<file path="src/rtl/cu_setup_response_decoder.sv">
// Packs memory response words into configuration records and drains responses during a flush.
// Optional macro SETUP_RESP_CHECK_EN: accept and flag stray response beats while IDLE or DONE.
module cu_setup_response_decoder #(
    parameter int DATA_W        = 32,
    parameter int NUM_CFG_WORDS = 4,
    parameter int CNT_W         = 16,
    parameter int FLUSH_QUIET   = 8
) (
    input  logic                            ap_clk,
    input  logic                            ap_rst_n,
    input  logic                            setup_start,
    input  logic [CNT_W-1:0]                setup_num_words,
    input  logic                            flush_start,
    input  logic                            resp_in_valid,
    output logic                            resp_in_ready,
    input  logic [DATA_W-1:0]               resp_in_data,
    output logic                            cfg_out_valid,
    input  logic                            cfg_out_ready,
    output logic [NUM_CFG_WORDS*DATA_W-1:0] cfg_out_data,
    output logic                            setup_done,
    output logic                            flush_done,
    output logic [7:0]                      resp_state,
    output logic                            resp_error
);

    localparam int SLOT_W  = $clog2(NUM_CFG_WORDS);
    localparam int QUIET_W = $clog2(FLUSH_QUIET + 1);

    typedef enum logic [7:0] {
        RESP_RESET = 8'h01,
        RESP_IDLE  = 8'h02,
        RESP_START = 8'h04,
        RESP_BUSY  = 8'h08,
        RESP_PAUSE = 8'h10,
        RESP_DONE  = 8'h20,
        FLUSH_BUSY = 8'h40,
        FLUSH_DONE = 8'h80
    } state_t;

    state_t               state_q, state_d;
    logic [CNT_W-1:0]     num_q, num_d;
    logic [CNT_W-1:0]     cnt_q, cnt_d;
    logic [CNT_W-1:0]     cnt_inc;
    logic [SLOT_W-1:0]    slot_q, slot_d;
    logic [QUIET_W-1:0]   quiet_q, quiet_d;
    logic [DATA_W-1:0]    rec_q [NUM_CFG_WORDS];
    logic [DATA_W-1:0]    rec_d [NUM_CFG_WORDS];
    logic                 idle_like;
    logic                 start_take;
    logic                 resp_accept;

    assign idle_like   = (state_q == RESP_IDLE) || (state_q == RESP_DONE);
    assign start_take  = setup_start && idle_like && !flush_start;
    assign resp_accept = resp_in_valid && resp_in_ready;
    assign cnt_inc     = cnt_q + CNT_W'(1);

    // All outputs decode from registered state only.
`ifdef SETUP_RESP_CHECK_EN
    assign resp_in_ready = (state_q == RESP_BUSY) || (state_q == FLUSH_BUSY) || idle_like;
`else
    assign resp_in_ready = (state_q == RESP_BUSY) || (state_q == FLUSH_BUSY);
`endif
    assign cfg_out_valid = (state_q == RESP_PAUSE);
    assign setup_done    = (state_q == RESP_DONE);
    assign flush_done    = (state_q == FLUSH_DONE);
    assign resp_state    = state_q;

    for (genvar gi = 0; gi < NUM_CFG_WORDS; gi++) begin : g_pack
        assign cfg_out_data[gi*DATA_W +: DATA_W] = rec_q[gi];
    end

    always_comb begin
        state_d = state_q;
        num_d   = num_q;
        cnt_d   = cnt_q;
        slot_d  = slot_q;
        quiet_d = quiet_q;
        rec_d   = rec_q;
        if (start_take) begin
            num_d = setup_num_words;
        end
        case (state_q)
            RESP_RESET: state_d = RESP_IDLE;
            RESP_IDLE, RESP_DONE: begin
                if (setup_start) begin
                    state_d = RESP_START;
                end
            end
            RESP_START: begin
                cnt_d  = '0;
                slot_d = '0;
                for (int i = 0; i < NUM_CFG_WORDS; i++) begin
                    rec_d[i] = '0;
                end
                state_d = (num_q == '0) ? RESP_DONE : RESP_BUSY;
            end
            RESP_BUSY: begin
                if (resp_accept) begin
                    rec_d[slot_q] = resp_in_data;
                    slot_d        = slot_q + SLOT_W'(1);
                    cnt_d         = cnt_inc;
                    if ((slot_q == SLOT_W'(NUM_CFG_WORDS - 1)) || (cnt_inc == num_q)) begin
                        state_d = RESP_PAUSE;
                    end
                end
            end
            RESP_PAUSE: begin
                if (cfg_out_ready) begin
                    slot_d = '0;
                    for (int i = 0; i < NUM_CFG_WORDS; i++) begin
                        rec_d[i] = '0;
                    end
                    state_d = (cnt_q == num_q) ? RESP_DONE : RESP_BUSY;
                end
            end
            FLUSH_BUSY: begin
                // Any beat restarts the quiet window; beats themselves are dropped.
                if (resp_in_valid) begin
                    quiet_d = '0;
                end else begin
                    quiet_d = quiet_q + QUIET_W'(1);
                    if (quiet_q == QUIET_W'(FLUSH_QUIET - 1)) begin
                        state_d = FLUSH_DONE;
                    end
                end
            end
            FLUSH_DONE: state_d = RESP_IDLE;
            default:    state_d = RESP_IDLE;
        endcase
        if (flush_start && (state_q != RESP_RESET)) begin
            state_d = FLUSH_BUSY;
            quiet_d = '0;
            slot_d  = '0;
            for (int i = 0; i < NUM_CFG_WORDS; i++) begin
                rec_d[i] = '0;
            end
        end
    end

    always_ff @(posedge ap_clk or negedge ap_rst_n) begin
        if (!ap_rst_n) begin
            state_q <= RESP_RESET;
            num_q   <= '0;
            cnt_q   <= '0;
            slot_q  <= '0;
            quiet_q <= '0;
            for (int i = 0; i < NUM_CFG_WORDS; i++) begin
                rec_q[i] <= '0;
            end
        end else begin
            state_q <= state_d;
            num_q   <= num_d;
            cnt_q   <= cnt_d;
            slot_q  <= slot_d;
            quiet_q <= quiet_d;
            for (int i = 0; i < NUM_CFG_WORDS; i++) begin
                rec_q[i] <= rec_d[i];
            end
        end
    end

`ifdef SETUP_RESP_CHECK_EN
    logic err_q, err_d;

    // A stray beat in the same cycle as a new start still counts as an error.
    always_comb begin
        err_d = err_q;
        if (start_take) begin
            err_d = 1'b0;
        end
        if (idle_like && resp_accept) begin
            err_d = 1'b1;
        end
    end

    always_ff @(posedge ap_clk or negedge ap_rst_n) begin
        if (!ap_rst_n) begin
            err_q <= 1'b0;
        end else begin
            err_q <= err_d;
        end
    end

    assign resp_error = err_q;
`else
    assign resp_error = 1'b0;
`endif

endmodule

</file>
<file path="config.mk">
export PLATFORM = sky130hd
export DESIGN_NAME = cu_setup_response_decoder
export DESIGN_NICKNAME = d
export VERILOG_FILES = /design/src/rtl/cu_setup_response_decoder.sv
export SDC_FILE = /design/constraint.sdc
export NUM_CORES = 1
export LEC_CHECK = 0
export ABC_AREA = 0
export CELL_PAD_IN_SITES_DETAIL_PLACEMENT = 0
export CELL_PAD_IN_SITES_GLOBAL_PLACEMENT = 2
export CORE_MARGIN = 1
export CORE_UTILIZATION = 34
export DETAILED_ROUTE_END_ITERATION = 8
export GPL_ROUTABILITY_DRIVEN = 0
export PLACE_DENSITY = 0.91
export SETUP_SLACK_MARGIN = 0.3
export SYNTH_ARGS = -nofsm -noshare
export SYNTH_HDL_FRONTEND = slang
export SYNTH_SLANG_ARGS = --single-unit
</file>
<file path="constraint.sdc">
create_clock -name ap_clk -period 4.3 [get_ports ap_clk]
set_input_delay 0.43 -clock ap_clk [delete_from_list [all_inputs] [get_ports ap_clk]]
set_output_delay 0.43 -clock ap_clk [all_outputs]
set_load 0.02 [all_outputs]
</file>
== Word level (Yosys, flattened, before mapping) ==
Index checks and enable logic that the tools add are counted.
Widths: inputs -> output; s select.
Cells by class
  shift-type cells: 0
  div/mod/pow operators: 0
  multipliers: 0
  $add $sub $neg: 3
  equality and inequality tests: 19
  reductions and logical operators: 17
  muxes and demuxes: 26
  bitwise operators: 1
  order comparisons: 2
Operators by type and width (number)
  $mux 128: 3
  $pmux 128 s3: 1
  $bwmux 128: 1
  $demux 32 s2: 1
  $mux 8: 7
  $pmux 8 s5: 1
  $eq 16x16->1: 2
  $mux 32: 1
  $pmux 16 s2: 1
  $add 16x1->16 const B: 1
  $logic_not 16->1: 1
  $mux 16: 1
  $mux 4: 3
  $mux 6: 2
  $ne 3x1->1 const B: 3
  $eq 8x2->1 const B: 1
  $eq 8x3->1 const B: 1
  $eq 8x4->1 const B: 1
  $eq 8x5->1 const B: 1
  $eq 8x6->1 const B: 1
  $eq 8x7->1 const B: 1
  $eq 8x8->1 const B: 1
  $ne 8x1->1 const B: 1
  $mux 2: 3
  other kinds (20): 28
Word-level totals
  bits in latches: 0
  memories kept: 0
  flip-flop bits (word level): 174
  output and inout bits: 141
  memory bits (writable): 0
  word-level logic and storage cells: 77
  input bits: 54
  bits in read-only memories: 0

== Longest topological paths before layout ==
  depth after elaboration: 9
  depth in mapped cells: 10
  mapped depth without buffers: 8

== Worst setup path after synthesis ==
Ideal clock, no wire load.
  path kind: register to register
  start: register cnt_q[1]
  end: register state_q[3] (netlist: resp_state[3])
  arrival time: 2.317 ns
  stages on the path, launching flop included: 9
  buffers on the path: 0
  data required time: 4.175 ns
  setup slack: 1.858 ns
  library setup time: 0.125 ns
  period minus slack after synthesis: 2.442 ns
  cell sequence: dfrtp_1 -> ha_1 -> inv_1 -> or3_1 -> a221o_1 -> nor4b_2 -> o2111a_2 -> o31a_4 -> mux2_4
On the way
  longest elaborated chain between the ends: 5
  elaborated cells between the ends (all ways): 10
  classes of those cells: add/sub: 1; eq/ne: 3; mux: 4; reduce/logical: 2
Ends and longest elaborated chain
  start: declaration: RTL line 42  | logic [CNT_W-1:0] cnt_q, cnt_d;
  start signal: assignment: RTL line 153  | cnt_q <= cnt_d;
  $add 16x1->16 or $eq 16x16->1 (tied branches): RTL line 55, 113
  $eq 16x16->1 or $mux 6 (tied branches): RTL line 102, 113
  $logic_or 1x1->1 or $mux 8 (tied branches): RTL line 102, 108
  $ne 3x1->1 (no source line) or $pmux 8 s5 (tied branches)
  $reduce_and 6->1 (no source line) or $mux 8 (tied branches)
  end signal: assignment: RTL line 151  | state_q <= state_d;
  end: declaration: RTL line 40  | state_t state_q, state_d;
Several ways; a longest one is shown, not always the timed one. The select of a mux whose other input is x is not followed.
A chain may end at the register's enable or synchronous reset.

== Final worst setup path ==
  start: register state_q[3] (netlist: resp_state[3])
  end: output port resp_in_ready
On the way
  longest elaborated chain between the ends: 2
  elaborated cells between the ends (all ways): 3
  classes of those cells: eq/ne: 2; reduce/logical: 1
Ends and longest elaborated chain
  $eq 8x4->1 or $eq 8x7->1 (tied branches): RTL line 61  | assign resp_in_ready = (state_q == RESP_BUSY) || (state_q == FLUSH_BUSY);
  $logic_or 1x1->1 *: RTL line 61
  end: declaration: RTL line 15  | output logic resp_in_ready,
Mark *: on every way between the ends. The rest lies on a longest branch, timed or not.

==> impl_metrics.env <==
export IMPL_status="completed"
export IMPL_antenna_found_initial=0
export IMPL_skew_ns=0.0148
export IMPL_tns_ns=0
export IMPL_critPathKind="reg2out"
export IMPL_n_fill_cell=1885
export IMPL_ys_ff_latch=174
export IMPL_cts_root_buf="clkbuf_16"
export IMPL_drv_slew=0
export IMPL_first_global_vias=5690
export IMPL_yosysWarnings=0
export IMPL_cts_hold_fix_buffers=0
export IMPL_yosys_area_share_adder_pct=1.01
export IMPL_avgSynthCellArea_um2=12.3
export IMPL_hold_viol_final=0
export IMPL_critPathLaunchType="register"
export IMPL_drc=0
export IMPL_slew_headroom_pct=40.5
export IMPL_synthMuxAreaShare_pct=3.35
export IMPL_fin_crit_sh_pct=75.5
export IMPL_cts_resized=0
export IMPL_drive_above_1_share_pct=10.0
export IMPL_synth_flop_cell="dfrtp_1"
export IMPL_drt_total_wl_um=21600
export IMPL_synthSimpleGateAreaFrac_pct=9.64
export IMPL_required_ns=3.87
export IMPL_wl_per_cell_um=20.2
export IMPL_synth_xor_area_share_pct=3.05
export IMPL_clk_pin_slew_ns=0.07
export IMPL_io_pins=195
export IMPL_grt_pass1_wl_um=33600
export IMPL_fp_dieArea_mm2=0.0225
export IMPL_worstSkewPairLatency_ns=0.43
export IMPL_crit_fanout=11
export IMPL_place_hpwl_um=14500
export IMPL_endpoint_kind="output port"
export IMPL_ys_types=62
export IMPL_synthCells=606
export IMPL_synth_edf_count=0
export IMPL_vdd_ir_drop_max_mv=0.268
export IMPL_diodes=0
export IMPL_grt_ovfl_total=0
export IMPL_track_usage_pct=19.6
export IMPL_p_leak_nw=4.47
export IMPL_io_buffers=193
export IMPL_htree_levels=4
export IMPL_numCtsBuffers=17
export IMPL_core_mm2=0.0213
export IMPL_maxCapViolations=0
export IMPL_vias_per_cell=5.35
export IMPL_post_cts_buffers=0
export IMPL_fin_crit_ns=3.25
export IMPL_synth_top_family_by_area="compound AO/OA/AOI/OAI gates"
export IMPL_worst_slew_pin_slew_ns=0.892
export IMPL_rows=53
export IMPL_drt_first_pass_iters=5
export IMPL_fmax_mhz=308
export IMPL_arrival_ns=2.82
export IMPL_rsz0062_at_grt="no"
export IMPL_cts_tree="done"
export IMPL_nNetsFinal=844
export IMPL_power_density_mw_per_mm2=393
export IMPL_yosysSeqAreaShare_pct=58.4
export IMPL_die_x_um=150
export IMPL_drt_iter0_markers=438
export IMPL_clock_path_buffers=2
export IMPL_hp_class="in2async"
export IMPL_syn_cell_area_mm2=0.00746
export IMPL_die_height_um=150
export IMPL_synth_compound_area_share_pct=20.4
export IMPL_async_flop_share_pct=100
export IMPL_setup_viol=0
export IMPL_power_w=0.00399
export IMPL_clock_sinks=174
export IMPL_initial_core_util_pct=35.0
export IMPL_grt_max_degree=96
export IMPL_vias=5731
export IMPL_syn2layout_area_growth_pct=36.1
export IMPL_drtAntennaViolNets=0
==> final cells by class <==
cell class | count | area [µm²] | share of cell area, %
clock inverters | 14 | 146 | 1.44
repair buffers | 203 | 2020 | 19.9
flip-flops and latches | 174 | 4360 | 42.9
multi-input cells | 380 | 2820 | 27.7
inverters | 8 | 30.0 | 0.296
clock buffers | 18 | 439 | 4.33
well taps | 275 | 344 | 3.39
==> layer usage <==
layer | part of all wire [%] | GRT usage [%]
met2 | 45 | 29.2
met5 | 0 | 0
met4 | 1.9 | 6.87
met3 | 5.7 | 4.39
met1 | 47 | 27.9
==> critical path: stages, from the launching register on <==
cell and delay [ns]:
dfrtp_1 0.44, nor4_1 0.57, nand4b_1 0.47, nand2_1 0.28, clkdlybuf4s50_1 0.64
==> cell usage after synthesis (all sizes together), types with 8 or more instances <==
library cell	instances	share of area (%)
nand3	16	1.1
a21oi	13	0.87
clkbuf	18	1.1
a22o	129	15
xnor2	14	1.6
nor4	9	0.92
xor2	12	1.4
nor3	10	0.74
o21ai	28	1.9
nand2	27	1.4
buf	27	2.6
mux2	18	2.8
nor2	27	1.4
nand4	10	0.84
dfrtp	173	58
inv	8	0.40
==> through the flow <==
step	hold WS, ns	cell area, µm²	cells	util (%)	setup slack [ns]
after global routing	0.183	10200	1072	47.7	0.847
after global placement	0.481	9570	1040	44.9	1.35
after CTS	0.140	10200	1072	47.7	1.04
final	0.107	10200	1072	47.7	1.05
after detailed placement	0.480	9570	1040	44.9	1.27
after floorplan	0.134	7460	607	-	1.86
==> sequential cells by signal, summed over array words and instances, names as in the netlist <==
| name | flops |
|---|---|
| cnt_q | 16 |
| slot_q | 2 |
| resp_state | 8 |
| cfg_out_data | 128 |
| quiet_q | 4 |
| num_q | 16 |
==> cell usage in the layout (no fill, tap or decap), types with 10 or more instances in the layout <==
cell               n
a21oi_1           13
a22o_1           129
clkbuf_16         17
clkdlybuf4s50_1  192
dfrtp_1          173
mux2_2            16
nand2_1           27
nand3_1           16
nand4_1           10
nor2_1            27
o21ai_0           23
xnor2_1           14
xor2_1            12
==> cell families (layout without fill, tap and decap cells) <==
family,count (synthesis),after routing
muxes,22,22
adders and majority gates,6,6
other,1,2
AOI/OAI and AO/OA,191,191
buffers and inverters,53,243
xor gates and xnor gates,26,26
and+or+nand+nor,133,133
DFF,174,174
==> report_power, final <==
part	internal [W]	switching, W	leakage, nW	total, W
sequential	0.00173	0.000140	2.39	0.00187
combinational	0.000270	0.000321	1.80	0.000591
clock	0.000791	0.000732	0.284	0.00152
==> path summary, 6_finish.rpt <==
path                             startpoint               end  slack (ns)  cells after the start
hold / removal                     ap_rst_n          num_q[5]        0.11                      1
max in group asynchronous          ap_rst_n  cfg_out_data[21]        3.26                      2
hold reg to reg            cfg_out_data[21]  cfg_out_data[21]        0.50                      1
min in group ap_clk        cfg_out_data[21]  cfg_out_data[21]        0.50                      1
setup / recovery              resp_state[3]     resp_in_ready        1.05                      4
setup reg to reg              resp_state[1]  cfg_out_data[78]        1.20                      8
Power figures use the tool's default switching activity.
